File: src/rtl/i2s_pkg.sv
// rtl/i2s_pkg.sv - shared defaults and types for the I2S DAC transmitter
package i2s_pkg;
   localparam int DEF_DATA_W = 24;
   localparam int DEF_SLOT_W = 32;
   localparam int CNT_W      = $clog2(DEF_DATA_W + 1);

   typedef logic signed [DEF_DATA_W-1:0] sample_t;

   typedef enum logic {
      CH_LEFT  = 1'b0,
      CH_RIGHT = 1'b1
   } chan_e;
endpackage

File: src/rtl/i2s_dac_tx_sync_edge.sv
// rtl/i2s_dac_tx_sync_edge.sv - 2-FF synchroniser with registered level and edge pulses
module sync_edge (
   input  logic ck,
   input  logic rst,
   input  logic din,
   output logic level,
   output logic rise,
   output logic fall
);
   logic meta_q, meta_d;
   logic sync_q, sync_d;
   logic last_q, last_d;

   always_comb begin
      meta_d = din;
      sync_d = meta_q;
      last_d = sync_q;
   end

   always_ff @(posedge ck) begin
      if (rst) begin
         meta_q <= 1'b0;
         sync_q <= 1'b0;
         last_q <= 1'b0;
      end else begin
         meta_q <= meta_d;
         sync_q <= sync_d;
         last_q <= last_d;
      end
   end

   assign level = sync_q;
   assign rise  = sync_q & ~last_q;
   assign fall  = ~sync_q & last_q;
endmodule

File: src/rtl/i2s_dac_tx.sv
// rtl/i2s_dac_tx.sv - I2S serialiser for the DAC data line, slaved to CODEC BCLK/LRCK
module i2s_dac_tx
   import i2s_pkg::*;
#(
   parameter int DATA_W = DEF_DATA_W,
   parameter int SLOT_W = DEF_SLOT_W
) (
   input  logic              ck,
   input  logic              rst,
   input  logic              write,
   input  logic [DATA_W-1:0] writedata_left,
   input  logic [DATA_W-1:0] writedata_right,
   output logic              write_ready,
   input  logic              aud_bclk,
   input  logic              aud_daclrck,
   output logic              aud_dacdat,
   output logic              underrun
);
   localparam int BIT_CNT_W = $clog2(DATA_W + 1);
   // Never serialise past the end of a slot, even if the slot is configured too short.
   localparam int LAST_BIT = (DATA_W < SLOT_W) ? DATA_W : SLOT_W - 1;
   localparam logic [BIT_CNT_W-1:0] LAST_CNT = BIT_CNT_W'(LAST_BIT);

   logic bclk_fall, lrck_lvl;
   logic unused_bclk_lvl, unused_bclk_rise, unused_lrck_rise, unused_lrck_fall;

   sync_edge u_bclk_sync (
      .ck    (ck),
      .rst   (rst),
      .din   (aud_bclk),
      .level (unused_bclk_lvl),
      .rise  (unused_bclk_rise),
      .fall  (bclk_fall)
   );

   sync_edge u_lrck_sync (
      .ck    (ck),
      .rst   (rst),
      .din   (aud_daclrck),
      .level (lrck_lvl),
      .rise  (unused_lrck_rise),
      .fall  (unused_lrck_fall)
   );

   logic [DATA_W-1:0]    hold_left_q, hold_left_d;
   logic [DATA_W-1:0]    hold_right_q, hold_right_d;
   logic                 hold_valid_q, hold_valid_d;
   logic [DATA_W-1:0]    shifter_q, shifter_d;
   logic [DATA_W-1:0]    right_active_q, right_active_d;
   logic [BIT_CNT_W-1:0] bit_cnt_q, bit_cnt_d;
   logic                 armed_q, armed_d;
   chan_e                lr_prev_q, lr_prev_d;
   logic                 dacdat_q, dacdat_d;
   logic                 underrun_q, underrun_d;
   logic                 write_ready_q, write_ready_d;

   chan_e lr_chan;
   logic  slot_left, slot_right;

   assign lr_chan    = chan_e'(lrck_lvl);
   assign slot_left  = (lr_prev_q == CH_RIGHT) && (lr_chan == CH_LEFT);
   assign slot_right = (lr_prev_q == CH_LEFT) && (lr_chan == CH_RIGHT);

   always_comb begin
      hold_left_d    = hold_left_q;
      hold_right_d   = hold_right_q;
      hold_valid_d   = hold_valid_q;
      shifter_d      = shifter_q;
      right_active_d = right_active_q;
      bit_cnt_d      = bit_cnt_q;
      armed_d        = armed_q;
      lr_prev_d      = lr_prev_q;
      dacdat_d       = dacdat_q;
      underrun_d     = 1'b0;

      // write_ready is low whenever a left-slot transfer could clear hold_valid, so no overlap.
      if (write && write_ready_q) begin
         hold_left_d  = writedata_left;
         hold_right_d = writedata_right;
         hold_valid_d = 1'b1;
      end

      if (bclk_fall) begin
         lr_prev_d = lr_chan;
         dacdat_d  = 1'b0;
         if (slot_left) begin
            if (hold_valid_q) begin
               shifter_d      = hold_left_q;
               right_active_d = hold_right_q;
               hold_valid_d   = 1'b0;
            end else begin
               shifter_d      = '0;
               right_active_d = '0;
               underrun_d     = 1'b1;
            end
            armed_d   = 1'b1;
            bit_cnt_d = '0;
         end else if (slot_right) begin
            shifter_d = right_active_q;
            armed_d   = 1'b1;
            bit_cnt_d = '0;
         end else if (armed_q) begin
            dacdat_d  = shifter_q[DATA_W-1];
            shifter_d = {shifter_q[DATA_W-2:0], 1'b0};
            bit_cnt_d = bit_cnt_q + BIT_CNT_W'(1);
            if (bit_cnt_d == LAST_CNT) begin
               armed_d = 1'b0;
            end
         end
      end

      write_ready_d = ~hold_valid_d;
   end

   always_ff @(posedge ck) begin
      if (rst) begin
         hold_left_q    <= '0;
         hold_right_q   <= '0;
         hold_valid_q   <= 1'b0;
         shifter_q      <= '0;
         right_active_q <= '0;
         bit_cnt_q      <= '0;
         armed_q        <= 1'b0;
         lr_prev_q      <= CH_RIGHT;
         dacdat_q       <= 1'b0;
         underrun_q     <= 1'b0;
         write_ready_q  <= 1'b1;
      end else begin
         hold_left_q    <= hold_left_d;
         hold_right_q   <= hold_right_d;
         hold_valid_q   <= hold_valid_d;
         shifter_q      <= shifter_d;
         right_active_q <= right_active_d;
         bit_cnt_q      <= bit_cnt_d;
         armed_q        <= armed_d;
         lr_prev_q      <= lr_prev_d;
         dacdat_q       <= dacdat_d;
         underrun_q     <= underrun_d;
         write_ready_q  <= write_ready_d;
      end
   end

   assign write_ready = write_ready_q;
   assign aud_dacdat  = dacdat_q;
   assign underrun    = underrun_q;
endmodule

File: config.mk
export PLATFORM = sky130hd
export DESIGN_NAME = i2s_dac_tx
export DESIGN_NICKNAME = d
export VERILOG_FILES = /design/src/rtl/i2s_pkg.sv /design/src/rtl/i2s_dac_tx_sync_edge.sv /design/src/rtl/i2s_dac_tx.sv
export SDC_FILE = /design/constraint.sdc
export NUM_CORES = 1
export LEC_CHECK = 0
export CORE_MARGIN = 2
export CORE_UTILIZATION = 50
export DETAILED_ROUTE_END_ITERATION = 6
export PLACE_DENSITY_LB_ADDON = 0.12
export SETUP_SLACK_MARGIN = 0.15
export SLEW_MARGIN = 20
export SYNTH_ARGS = -nofsm -noshare
export SYNTH_HDL_FRONTEND = slang
export SYNTH_SLANG_ARGS = --single-unit
File: constraint.sdc
create_clock -name ck -period 4.2 [get_ports ck]
set_input_delay 1.05 -clock ck [delete_from_list [all_inputs] [get_ports ck]]
set_output_delay 1.05 -clock ck [all_outputs]
set_load 0.1 [all_outputs]
# Word-level counts from Yosys, hierarchy flattened
# Cells that the tools add are included.
# totals
register_bits	112
input_bits	53
out_inout_bits	3
word_cells	52
# op_classes
add_sub_neg	1
eq_ne	1
mux	20
bitwise	7
reduce_logical	7
# op_table
op	count
2-to-1 mux 24 bit	5
2-to-1 mux 5 bit	3
2-to-1 mux 1 bit	12
NOT 1 bit	6
adder 5 x 1 -> 5 bit, second input constant	1
equality test 5 bit, second input constant	1
AND reduction 2 bit	2
logical AND 1 bit	3
nonzero test 3 bit	1
OR reduction 3 bit	1
AND 1 bit	1

# Longest topological paths before layout
# Gate-level depths: netlist of the first run.
# depth
word_depth	6
ltp_mapped	6
ltp_nobuf	4

# By module
# A second synthesis of the first run with hierarchy kept.
# hier_totals
cells_unflattened	560
hier_area_um2	4540.6
# modules_own_cells
mod	instances	cells_per_inst	area_each_um2	seq_area_each_um2
i2s_dac_tx	1	544	4357.9	2142.1
sync_edge	2	8	91.3	60.1

# Least setup slack after synthesis of the first run
# No wires, ideal clock.
# synth_timing
path_type	input-to-reg
startpoint	in rst
endpoint	reg shifter_q[10]
setup_time_ps	59
arrival_time_ps	2008
required_time_ps	4141
slack_ps	2133
stages	5
n_path_buf	2
cell_sequence	buf_6 > or3b_4 > a21oi_4 > buf_6 > a32o_2
# synth_lines
item	line	text
start, declared	i2s_dac_tx.sv:9	input logic rst,
end signal, assigned	i2s_dac_tx.sv:132	shifter_q <= shifter_d;
end, declared	i2s_dac_tx.sv:48	logic [DATA_W-1:0] shifter_q, shifter_d;

# Worst setup path in the final report of the first run
# layout_timing
startpoint	reg write_ready_q (netlist: write_ready)
endpoint	out write_ready
# layout_lines
item	line	text
start, declared	i2s_dac_tx.sv:55	logic write_ready_q, write_ready_d;
start signal, assigned	i2s_dac_tx.sv:139	write_ready_q <= write_ready_d;
end, declared	i2s_dac_tx.sv:13	output logic write_ready,
# No word-level cell between the ends.

==> results.txt, run 1 <==
The run finished with clean final reports. The number of gates resized after CTS was 0. The placed cell count is 715, and the total standard cell area after synthesis is 4827 sq um. Row generation in the floorplan step produced 35 rows. Counting every sink on the clock net gives 112. Entering global routing, the biggest net connects 69 pins. The worst-case clock skew was 0.01841 ns. The net count of the finished layout is 651. The number of cells on the worst reg-to-reg path is 3.

Dividing the synthesized area by the synthesized cell count gives 8.366 sq um. The number of clock buffers added by TritonCTS is 9. Relative to the synthesized area, the layout overhead comes to 15.03%. The horizontal die dimension works out to 102.3 um. The run gives 0 as the number of slew-limit violations in the final report. The run gives 0 as the final count of hold timing violations. The combinational share of power was 9.5%; the number of optimization iterations in the first detailed-route pass was 5.

The antenna diode count is 0, and the yosys synthesis warning count is 0. The unique cell type count in the Yosys netlist was 42; the area of the die was 10460 sq um. In this run the power spent charging and discharging nets is 519.4 uW. In this run, synthesis produced a sequential element count of 112. The total number of vias was 3942; the maximum fanout along the worst path was 3.

After clock tree synthesis, the clock-pin slew on the worst setup and hold paths is 0.11 ns. The clock reaches the later pin of the worst-skew pair after 0.37 ns. The cell count after synthesis came out at 577. In this run the critical register-to-register path is launched from lr_prev_q.

Share of the synthesized area in compound gates (AO/OA/AOI/OAI): 22.76%. The logs give 3749 for the via count of the first global-routing pass and 56 for the I/O pin count. The number of hold buffers added after CTS was 0.

The tools report the capture instance of the worst register-to-register path as right_active_q[20]. For the portion of total power attributed to sequential cells, the log shows 55.0%. Standard cell with the maximum stage delay on the critical path: sky130_fd_sc_hd__clkdlybuf4s50_1. Global routing finished with a remaining overflow of 0.

Max-cap violations in this run came to 0. Cell internal power was estimated by the tool at 1533 uW. The design draws 2052 uW.

Of the total power, the clock network draws 35.5%. The die height was 102.3 um; the power density of the placed cells was 369.6 nW/um^2. The most used flip-flop cell after synthesis is sky130_fd_sc_hd__dfxtp_1.

The achievable frequency is 343.1 MHz. The cell sitting at the root of the clock tree is a sky130_fd_sc_hd__clkbuf_8. The smallest clock period supported by the final layout is computed as 2.915 ns. Dividing the detail-routed via count by the number of cells gives 5.393. Counting along the longest clock path gives a buffer depth of 2. The switching share of total power was 25.31%. The buffer and inverter count on the worst path was 1; the xor/xnor cell area share of the yosys netlist was 1.115%.

The tools report the combined global-route utilization of all metal layers as 20.90%. Share of async-settable or async-resettable flops after synthesis: 0%. TritonCTS built the clock tree. After synthesis, the largest family of logic cells by area is simple AND/OR/NAND/NOR gates. Summing the areas of all fa, ha and maj instances in the mapped netlist gives 0.2592% of the synthesized area. The worst hold path belongs to the class register to register. The share of synthesized cell area in and, or, nand and nor gates was 23.12%; the remaining antenna violation count after routing was 0.

The worst setup path is launched from a register. The tools report the post-synth net total as 631. Nature of the critical path endpoint: a primary output. Layout cell share with drive strength beyond 1: 9.136%. Walking the worst path, the cells encountered are clkdlybuf4s50_1.

For the pin with the worst max-slew slack, the measured transition is 1.007 ns. The hold-critical path depth came out at 1. After synthesis, the share of cell area in mux cells is 0.4666%. Port buffering added 55 buffers.

The worst min-delay path endpoint was u_lrck_sync.level. At the end of routability-driven placement, the weighted congestion stood at 0.7726. The initial utilization of the core area, before any placement, comes to 51.99%.

The initial antenna violation count came out at 0. For the placeable core region, the log shows 9284 sq um. Source of the worst hold timing path: u_lrck_sync.meta_q. The worst register-to-register path has a setup slack of 1.95 ns.

Counting flops with a built-in enable in the synthesized netlist gives 0. The max-slew headroom at the worst pin is 32.89%, and the detail-routed net length per standard cell is 14.10 um. After the flow finishes, the layout carries non-filler instances totaling 731.

VDD sags by at most 0.2216 mV. The run gives 0 as the number of failing setup endpoints in the final timing report. The endpoint required time on the critical path is 3.15 ns, and the DRC violation count after routing is 0.

The logs give 0.002041 uW for the static power due to leakage and 1.86 ns for the critical path data arrival time. The tools report the part of the Yosys area used for sequential elements as 46.45%. The total wirelength of the detailed-routed design was 10310 um; the final sum of negative setup slack was 0 ns.

The detailed router finished its first iteration with 145 violations. Global-route wire length before repair: 17380 um. The kind of cell with the highest combined delay along the critical path is buffers and inverters. The critical path class was register to primary output.

The post-CTS setup repair buffer count is 0, and the peak per-stage delay on the critical path is 1.13 ns. Setup repair after global routing left no endpoint under its margin. The HPWL after detailed placement is 6505 um. The number of H-tree branching levels is 3, and the post-route fraction of the period consumed by the critical path is 69.39%. Cells fill 59.81% of the core in the end.
[flip-flops by register name, indices dropped and copies added, names as in the netlist, 5 cells and up]
register and count:
shifter_q 24, hold_left_q 24, bit_cnt_q 5, right_active_q 24, hold_right_q 24
[metal layers]
metal,vias to the layer above,GRT usage (%),routed length (um)
li1,2037,-,-
met1,1843,25.96,4697
met2,60,37.20,5258
met3,2,3.899,302
met4,0,5.641,52
met5,-,0,0
[kinds of logic after synthesis]
logic type,Yosys count
AO/OA/AOI/OAI,154
XOR/XNOR,4
adder cells (fa/ha/maj),1
buffers and inverters,55
flip-flops,112
multiplexers,2
AND/OR/NAND/NOR,249
[power groups by stage]
stage,Clock [uW],Combinational (uW),Sequential (uW)
final,729,196,1130
after CTS,746,198,1130
after detailed placement,0,198,1150
after global placement,0,194,1150
after global routing,787,218,1130
after floorplan,0,132,1140
[worst max path at each step]
stage,startpoint,endpoint,slack (ns),depth (start not counted)
2_1_floorplan,rst,shifter_q[10],2.13,5
3_3_place_gp,write,hold_right_q[18],1.30,5
3_5_place_dp,write,hold_right_q[17],1.26,5
4_1_cts,write_ready,write_ready,1.26,1
5_1_grt,write_ready,write_ready,1.22,1
6_report,write_ready,write_ready,1.29,1
[final cells by class]
cell class,count,area (sq um)
Inverter,1,3.754
Sequential cell,112,2245
Clock buffer,9,123.9
Fill cell,886,3731
Timing Repair Buffer,63,605.6
Clock inverter,7,110.1
Tap cell,129,161.4
Multi-Input combinational cell,410,2303
[cell usage in the layout (no fill, tap or decap), drive strengths merged, types with 2 or more instances in the layout]
master and n:
a211oi 2, xnor2 3, nand3b 2, o211ai 23, nand2 173, a32o 23, buf 9, nor2b 31
clkinv 2, dfxtp 112, bufinv 2, mux2 2, a21oi 76, a22o 2, inv 4, a211o 24
nand3 27, nor3 2, nor2 3, nand4 2, clkdlybuf4s50 54, clkbuf 9
[stage by stage]
stage          hold slack, ns  instance area [sq um]  worst slack (ns)
2_1_floorplan          0.4138                   4827             2.133
3_3_place_gp           0.4205                   5318             1.297
3_5_place_dp           0.4326                   5318             1.256
4_1_cts                0.4509                   5552             1.262
5_1_grt                0.4734                   5553             1.222
6_report               0.4475                   5553             1.285
[cells in the mapped netlist, types with 2 or more instances]
cell type / count / area share (%)
sky130_fd_sc_hd__xnor2_1: 2 / 0.36
sky130_fd_sc_hd__a22o_1: 2 / 0.36
sky130_fd_sc_hd__nand3b_1: 2 / 0.31
sky130_fd_sc_hd__mux2_2: 2 / 0.47
sky130_fd_sc_hd__nand4_1: 2 / 0.26
sky130_fd_sc_hd__nand3_1: 27 / 2.8
sky130_fd_sc_hd__nand2_1: 173 / 13
sky130_fd_sc_hd__buf_2: 18 / 1.9
sky130_fd_sc_hd__nor2b_1: 30 / 3.9
sky130_fd_sc_hd__clkbuf_1: 23 / 1.8
sky130_fd_sc_hd__a211oi_1: 2 / 0.31
sky130_fd_sc_hd__a211o_1: 24 / 4.4
sky130_fd_sc_hd__a21oi_1: 75 / 7.8
sky130_fd_sc_hd__buf_1: 3 / 0.23
sky130_fd_sc_hd__o211ai_1: 23 / 3.6
sky130_fd_sc_hd__a32o_1: 3 / 0.62
sky130_fd_sc_hd__buf_4: 6 / 0.93
sky130_fd_sc_hd__a32o_2: 20 / 4.7
sky130_fd_sc_hd__buf_6: 4 / 0.93
sky130_fd_sc_hd__nor2_1: 3 / 0.23
sky130_fd_sc_hd__dfxtp_1: 112 / 46
Note: power is estimated with default switching activity, not from simulation.
==> inputs of run 2 (changes only) <==
- clock period: 4.2 -> 2.5 ns (I/O delays scaled with it)
==> results.txt, run 2 (synthesized netlist as in run 1, its figures left out) <==
The run finished with clean final reports. The maximum fanout along the worst path was 26 (was 3). The switching share of total power is 26.19% (was 25.31%).

The post-detailed-route via-to-cell ratio works out to 5.416 (was 5.393). The commonest non-fill, non-tap cell in the layout was sky130_fd_sc_hd__nand2_1 (unchanged). The count of input and output buffers works out to 55 (unchanged). The logs give 0.7918 (was 0.7726) for the global placement routability congestion and 2.80 ns (was 3.15 ns) for the endpoint required time on the critical path. The tools report the number of slew-limit violations in the final report as 0 (unchanged).

The horizontal die dimension was 102.3 um (unchanged); the antenna diode count was 0 (unchanged). The number of optimization iterations in the first detailed-route pass was 4 (was 5). The combinational share of power was 10.7% (was 9.5%). The placeable core region came out at 9284 sq um (unchanged). The run gives 2429 uW (was 1533 uW) as the internal power summed over all cells.

Setup repair after global routing left no endpoint under its margin. The I/O pin count is 56 (unchanged), and the post-route fraction of the period consumed by the critical path is 75.66%. For the max-slew headroom at the worst pin, the log shows 29.58% (was 32.89%). The DRC violation count after routing is 0 (unchanged), and the net count of the finished layout is 655 (was 651). The remaining antenna violation count after routing was 0 (unchanged); the hold-critical path depth was 1 (unchanged). The nature of the critical path endpoint is a register (was a primary output). The logs give 3981 (was 3942) for the total number of vias and 862.0 uW (was 519.4 uW) for the reported net switching power. The critical path class is register to register (was register to primary output). The count of instances resized after the clock tree is built was 0 (unchanged). The CTS sink count is 112 (unchanged). The detail-routed net length per standard cell was 14.01 um (was 14.10 um); the number of cell instances on the worst register-to-register path was 3 (unchanged).

The run gives 528.6 MHz as the achievable frequency. Number of H-tree branching levels: 3 (unchanged). The logs give 0.4474 ns (was 0.4475 ns) for the smallest hold slack and 2.19 ns (was 1.86 ns) for the critical path data arrival time.

The number of CTS-inserted buffers was 9 (unchanged); the post-route minimum period was 1.892 ns. For the clock share of power, the log shows 32.3% (was 35.5%). The tools report the max capacitance violation total as 0 (unchanged). The CTS clock-pin slew for the worst setup and hold paths was 0.11 ns (about the same); the initial antenna violation count was 0 (unchanged). The power density of the placed cells is 593.2 nW/um^2 (was 369.6 nW/um^2), and the portion of total power attributed to sequential cells is 57.0% (was 55.0%).

The tools report the initial core utilization as 51.99% (unchanged). The final sum of negative setup slack was 0 ns (unchanged); the HPWL after detailed placement was 6494 um (was 6505 um). The actual transition at the worst max-transition pin is 1.056 ns (was 1.007 ns), and the area of the die is 10460 sq um (unchanged). The sort of element at the start of the critical path was a register (unchanged).

Leading cell types in the layout, fill and taps excluded: sky130_fd_sc_hd__nand2_1 (173), sky130_fd_sc_hd__dfxtp_1 (111), sky130_fd_sc_hd__a21oi_1 (75) (was sky130_fd_sc_hd__nand2_1 (173), sky130_fd_sc_hd__dfxtp_1 (110), sky130_fd_sc_hd__a21oi_1 (75)). The die height is 102.3 um (unchanged). The run gives 0 (unchanged) as the post-CTS setup repair buffer count. The layout cell share with drive strength beyond 1 works out to 10.07% (was 9.136%). TritonCTS built the clock tree. The tools report the setup slack after layout as 0.6084 ns (was 1.285 ns). The final count of hold timing violations was 0 (unchanged).

The source-to-sink clock delay at the later pin of the worst-skew pair came out at 0.37 ns (about the same). The kind of path behind the tightest hold check is register to register (unchanged). The run gives 35 (unchanged) as the number of rows in the core area. The worst-case clock skew was 0.01158 ns (was 0.01841 ns). Area growth from synthesis to layout: 14.93% (was 15.03%). The logs give 10300 um (was 10310 um) for the total wirelength of the detailed-routed design and 20.75% (was 20.90%) for the combined global-route utilization of all metal layers. Number of violations reported at the end of detailed-routing iteration 0: 187 (was 145). The logs give 70 (was 69) for the maximum number of pins on one net before global-route repair and 0.4968 ns (was 1.256 ns) for the worst setup slack before clock tree synthesis.

The run gives 17390 um (was 17380 um) as the global-route wire length before repair. The tools report the number of failing setup endpoints in the final timing report as 0 (unchanged). The sum of overflow across all layers after global routing is 0 (unchanged), and the hold buffer count at cts is 0 (unchanged).

The static power due to leakage was 0.002051 uW (was 0.002041 uW). The cell chosen for the clock root was sky130_fd_sc_hd__clkbuf_8 (unchanged). Via count of the first global-routing pass: 3710 (was 3749). The number of inserted filler cells in the final layout came out at 878 (was 886). The maximum buffer depth of the clock tree is 2 (unchanged), and the maximum vdd ir drop is 0.3313 mV (was 0.2216 mV).
run 2: changes by cell type in the layout (fill, tap and decap cells not counted), sizes merged:
cell	before	now
clkinv	2	1
buf	9	16
clkdlybuf4s50	54	51
bufinv	2	0
clkbuf	9	11
inv	4	5
run 2: per-stage QoR:
stage | area [sq um] | total power [uW] | utilization (%) | instances
6_report | 5548 | 3291 | 59.76 | 735
2_1_floorplan | 4827 | 2137 | - | 577
5_1_grt | 5548 | 3421 | 59.76 | 735
3_5_place_dp | 5353 | 2271 | 57.66 | 719
3_3_place_gp | 5353 | 2264 | 57.66 | 719
4_1_cts | 5548 | 3317 | 59.76 | 735
run 2: worst max-delay path, stage by stage (launching register included):
cell and delay (ns):
sky130_fd_sc_hd__dfxtp_2 0.42, sky130_fd_sc_hd__and4bb_1 0.99, sky130_fd_sc_hd__nand3_1 0.22, sky130_fd_sc_hd__a21oi_1 0.18
run 2: worst paths after layout:
path	start	end	slack (ns)
worst max-delay path	u_lrck_sync.level	right_active_q[21]	0.61
worst min-delay path	u_lrck_sync.meta_q	u_lrck_sync.level	0.45
worst max register to register	u_lrck_sync.level	right_active_q[21]	0.61
worst min register to register	u_lrck_sync.meta_q	u_lrck_sync.level	0.45
run 2: cell type report:
type	instances	area [sq um]	share of cell area (%)
clock inverters	5	43.79	0.7894
repair buffers	67	640.6	11.55
multi-input cells	410	2303	41.52
flip-flops and latches	112	2243	40.44
clock buffers	11	151.4	2.729
well taps	129	161.4	2.909
inverters	1	3.754	0.06766
run 2: layer usage:
metal	track usage (%)	part of all wire [%]
met1	27.52	47
met2	35.27	49
met3	2.873	2.6
met4	6.256	1.2
met5	0	0
run 2: power groups by stage:
| stage | Combinational [uW] | Sequential (uW) | Clock, uW |
|---|---|---|---|
| 2_1_floorplan | 221 | 1920 | 0 |
| 3_3_place_gp | 349 | 1920 | 0 |
| 3_5_place_dp | 355 | 1920 | 0 |
| 4_1_cts | 357 | 1880 | 1080 |
| 5_1_grt | 394 | 1880 | 1140 |
| 6_report | 353 | 1880 | 1060 |
==> inputs of run 3 (changes only) <==
- clock period: 2.5 -> 1.8 ns (I/O delays scaled with it)
==> results.txt, run 3 (synthesized netlist as in run 1, its figures left out) <==
CTS sink count: 112 (unchanged). The initial antenna violation count was 0 (unchanged); the net count of the finished layout was 661 (was 655). The tools report the maximum number of pins on one net before global-route repair as 72 (was 70). The number of H-tree branching levels is 3 (unchanged), and the static power due to leakage is 0.002119 uW (was 0.002051 uW).

Hold buffer count at cts: 0 (unchanged). The layout cell share with drive strength beyond 1 works out to 11.44% (was 10.07%). The max-slew headroom at the worst pin was 52.57% (was 29.58%). The area of the die came out at 10460 sq um (unchanged).

The placeable core region was 9284 sq um (unchanged). Global-route wire length before repair: 17710 um (was 17390 um). The total wirelength of the detailed-routed design was 10400 um (was 10300 um); the post-CTS setup repair buffer count was 0 (unchanged). The antenna diode count is 0 (unchanged), and the maximum vdd ir drop is 0.4157 mV (was 0.3313 mV). The post-detailed-route via-to-cell ratio was 5.421 (was 5.416).

The critical path data arrival time is 1.77 ns (was 2.19 ns). The tools report the number of CTS-inserted buffers as 9 (unchanged). The kind of path behind the tightest hold check was register to register (unchanged). The multi-input combinational cell area was 2317 sq um (was 2303 sq um); the met2 routed wirelength was 5334 um (was 5029 um). The peak per-stage delay on the critical path came out at 0.47 ns (was 0.99 ns). TritonCTS built the clock tree. For the number of failing setup endpoints in the final timing report, the log shows 0 (unchanged). The logs give 0.7830 (was 0.7918) for the global placement routability congestion and 2246 sq um (was 2243 sq um) for the area used by sequential logic in the layout. The power density of the placed cells came out at 806.9 nW/um^2 (was 593.2 nW/um^2).

The critical path class was register to register (unchanged). The commonest non-fill, non-tap cell in the layout was sky130_fd_sc_hd__nand2_1 (unchanged). The tools report the cell chosen for the clock root as sky130_fd_sc_hd__clkbuf_8 (unchanged). For the remaining antenna violation count after routing, the log shows 0 (unchanged). The area growth from synthesis to layout was 18.64% (was 14.93%); the I/O pin count was 56 (unchanged). The run gives 660.7 MHz (was 528.6 MHz) as the achievable frequency.

Count of input and output buffers: 55 (unchanged). The maximum fanout along the worst path was 48 (was 26). The final instance count without filler cells is 741 (was 735). The nature of the critical path endpoint was a register (unchanged). Setup repair after global routing left no endpoint under its margin. The detail-routed net length per standard cell is 14.04 um (was 14.01 um), and the number of slew-limit violations in the final report is 0 (unchanged). The source-to-sink clock delay at the later pin of the worst-skew pair came out at 0.37 ns (about the same). The number of rows in the core area came out at 35 (unchanged). Cell breakdown of the critical path: buf_4 -> nand3b_1 -> a21oi_1 -> mux2_2 (was and4bb_1 -> nand3_1 -> a21oi_1). The number of violations reported at the end of detailed-routing iteration 0 came out at 111 (was 187).

The sort of element at the start of the critical path was a register (unchanged). The CTS clock-pin slew for the worst setup and hold paths was 0.10 ns (was 0.11 ns). Via count of the first global-routing pass: 3808 (was 3710).

The logs give 235 um (was 269 um) for the routed wire length on met3 and 6754 um (was 6494 um) for the HPWL after detailed placement. The highest routing layer actually used is met4 (unchanged). The final sum of negative setup slack is 0 ns (unchanged), and the die height is 102.3 um (unchanged). The run gives 4749 um (was 4871 um) as the wire length on met1. The post-route fraction of the period consumed by the critical path is 84.08% (was 75.66%). The post-route minimum period is 1.513 ns (was 1.892 ns).

The worst-case clock skew was 0.01596 ns (was 0.01158 ns); the combined global-route utilization of all metal layers was 21.28% (was 20.75%). The logs give 2.06 ns (was 2.80 ns) for the endpoint required time on the critical path and 4017 (was 3981) for the total number of vias. The run finished with clean final reports. The maximum buffer depth of the clock tree was 2 (unchanged); the initial core utilization was 51.99% (unchanged).

The number of optimization iterations in the first detailed-route pass was 4 (unchanged). The actual transition at the worst max-transition pin came out at 0.7115 ns (was 1.056 ns). For the max capacitance violation total, the log shows 0 (unchanged). The sum of overflow across all layers after global routing is 0 (unchanged).

Final count of hold timing violations: 0 (unchanged). Standard cell with the maximum stage delay on the critical path: sky130_fd_sc_hd__buf_4 (was sky130_fd_sc_hd__and4bb_1). The horizontal die dimension is 102.3 um (unchanged). Placed cell count: 725 (was 719).

Leading cell types in the layout, fill and taps excluded: sky130_fd_sc_hd__nand2_1 (173), sky130_fd_sc_hd__dfxtp_1 (109), sky130_fd_sc_hd__a21oi_1 (75) (was sky130_fd_sc_hd__nand2_1 (173), sky130_fd_sc_hd__dfxtp_1 (111), sky130_fd_sc_hd__a21oi_1 (75)). The logs give 844 (was 878) for the number of inserted filler cells in the final layout and 0 (unchanged) for the DRC violation count after routing.
run 3: changes by cell type in the layout (fill, tap and decap cells not counted):
cell	previous run	this run
sky130_fd_sc_hd__buf_12	1	10
sky130_fd_sc_hd__buf_4	14	10
sky130_fd_sc_hd__dfxtp_1	111	109
sky130_fd_sc_hd__dfxtp_2	1	3
sky130_fd_sc_hd__and2_1	1	0
sky130_fd_sc_hd__and2_2	0	1
sky130_fd_sc_hd__buf_6	0	1
sky130_fd_sc_hd__clkinv_4	1	0
sky130_fd_sc_hd__clkinvlp_4	0	1
sky130_fd_sc_hd__inv_6	4	3
sky130_fd_sc_hd__inv_8	0	1
sky130_fd_sc_hd__o2bb2ai_2	1	0
sky130_fd_sc_hd__o2bb2ai_4	0	1
run 3: metrics by stage:
step                hold slack (ns)  util (%)  worst slack, ns  cell area (sq um)  power (uW)
floorplan                    0.4138         -           0.2136               4828        2969
CTS                          0.4508     61.51           0.1961               5710        4671
global placement             0.4236     59.39           0.2169               5514        3189
detailed placement           0.4268     59.39           0.2033               5514        3202
finish                       0.4478     61.68           0.2865               5727        4621
global route                 0.4708     61.68           0.1808               5727        4837
run 3: final cells by class:
cell class	count	area share, %
Multi-Input combinational cell	410	40.46
Sequential cell	112	39.22
Timing Repair Buffer	73	14.00
Tap cell	129	2.818
Clock buffer	11	2.644
Clock inverter	5	0.7865
Inverter	1	0.06555
run 3: where the power goes:
group / internal [uW] / switching [uW]
Sequential: 2560 / 51.5
Combinational: 250 / 285
Clock: 605 / 870
run 3: worst max-delay path: cells and delay by family, from the launching register on:
kind	cells	cell delay, ns
flops	1	0.44
buf+inv	1	0.47
simple gates	1	0.18
mux	1	0.26
compound gates	1	0.06
run 3: worst paths after layout:
check                                         from                 to  slack [ns]  cells after the start
worst max-delay path                     lr_prev_q       shifter_q[0]        0.29                      4
worst min-delay path            u_bclk_sync.meta_q  u_bclk_sync.level        0.45                      1
worst max register to register           lr_prev_q       shifter_q[0]        0.29                      4
worst min register to register  u_bclk_sync.meta_q  u_bclk_sync.level        0.45                      1
run 3: what timing repair did:
action	in CTS	in global routing
gates resized for setup	0	2
endpoints found under the hold margin	0	0
endpoints found under the setup margin	0	14
run 3: metal layers:
layer  up-vias  global-route usage, %
met5         -                      0
met4         0                  4.615
met2        45                  38.01
met3         7                  4.720
li1       2058                      -
met1      1907                  26.31
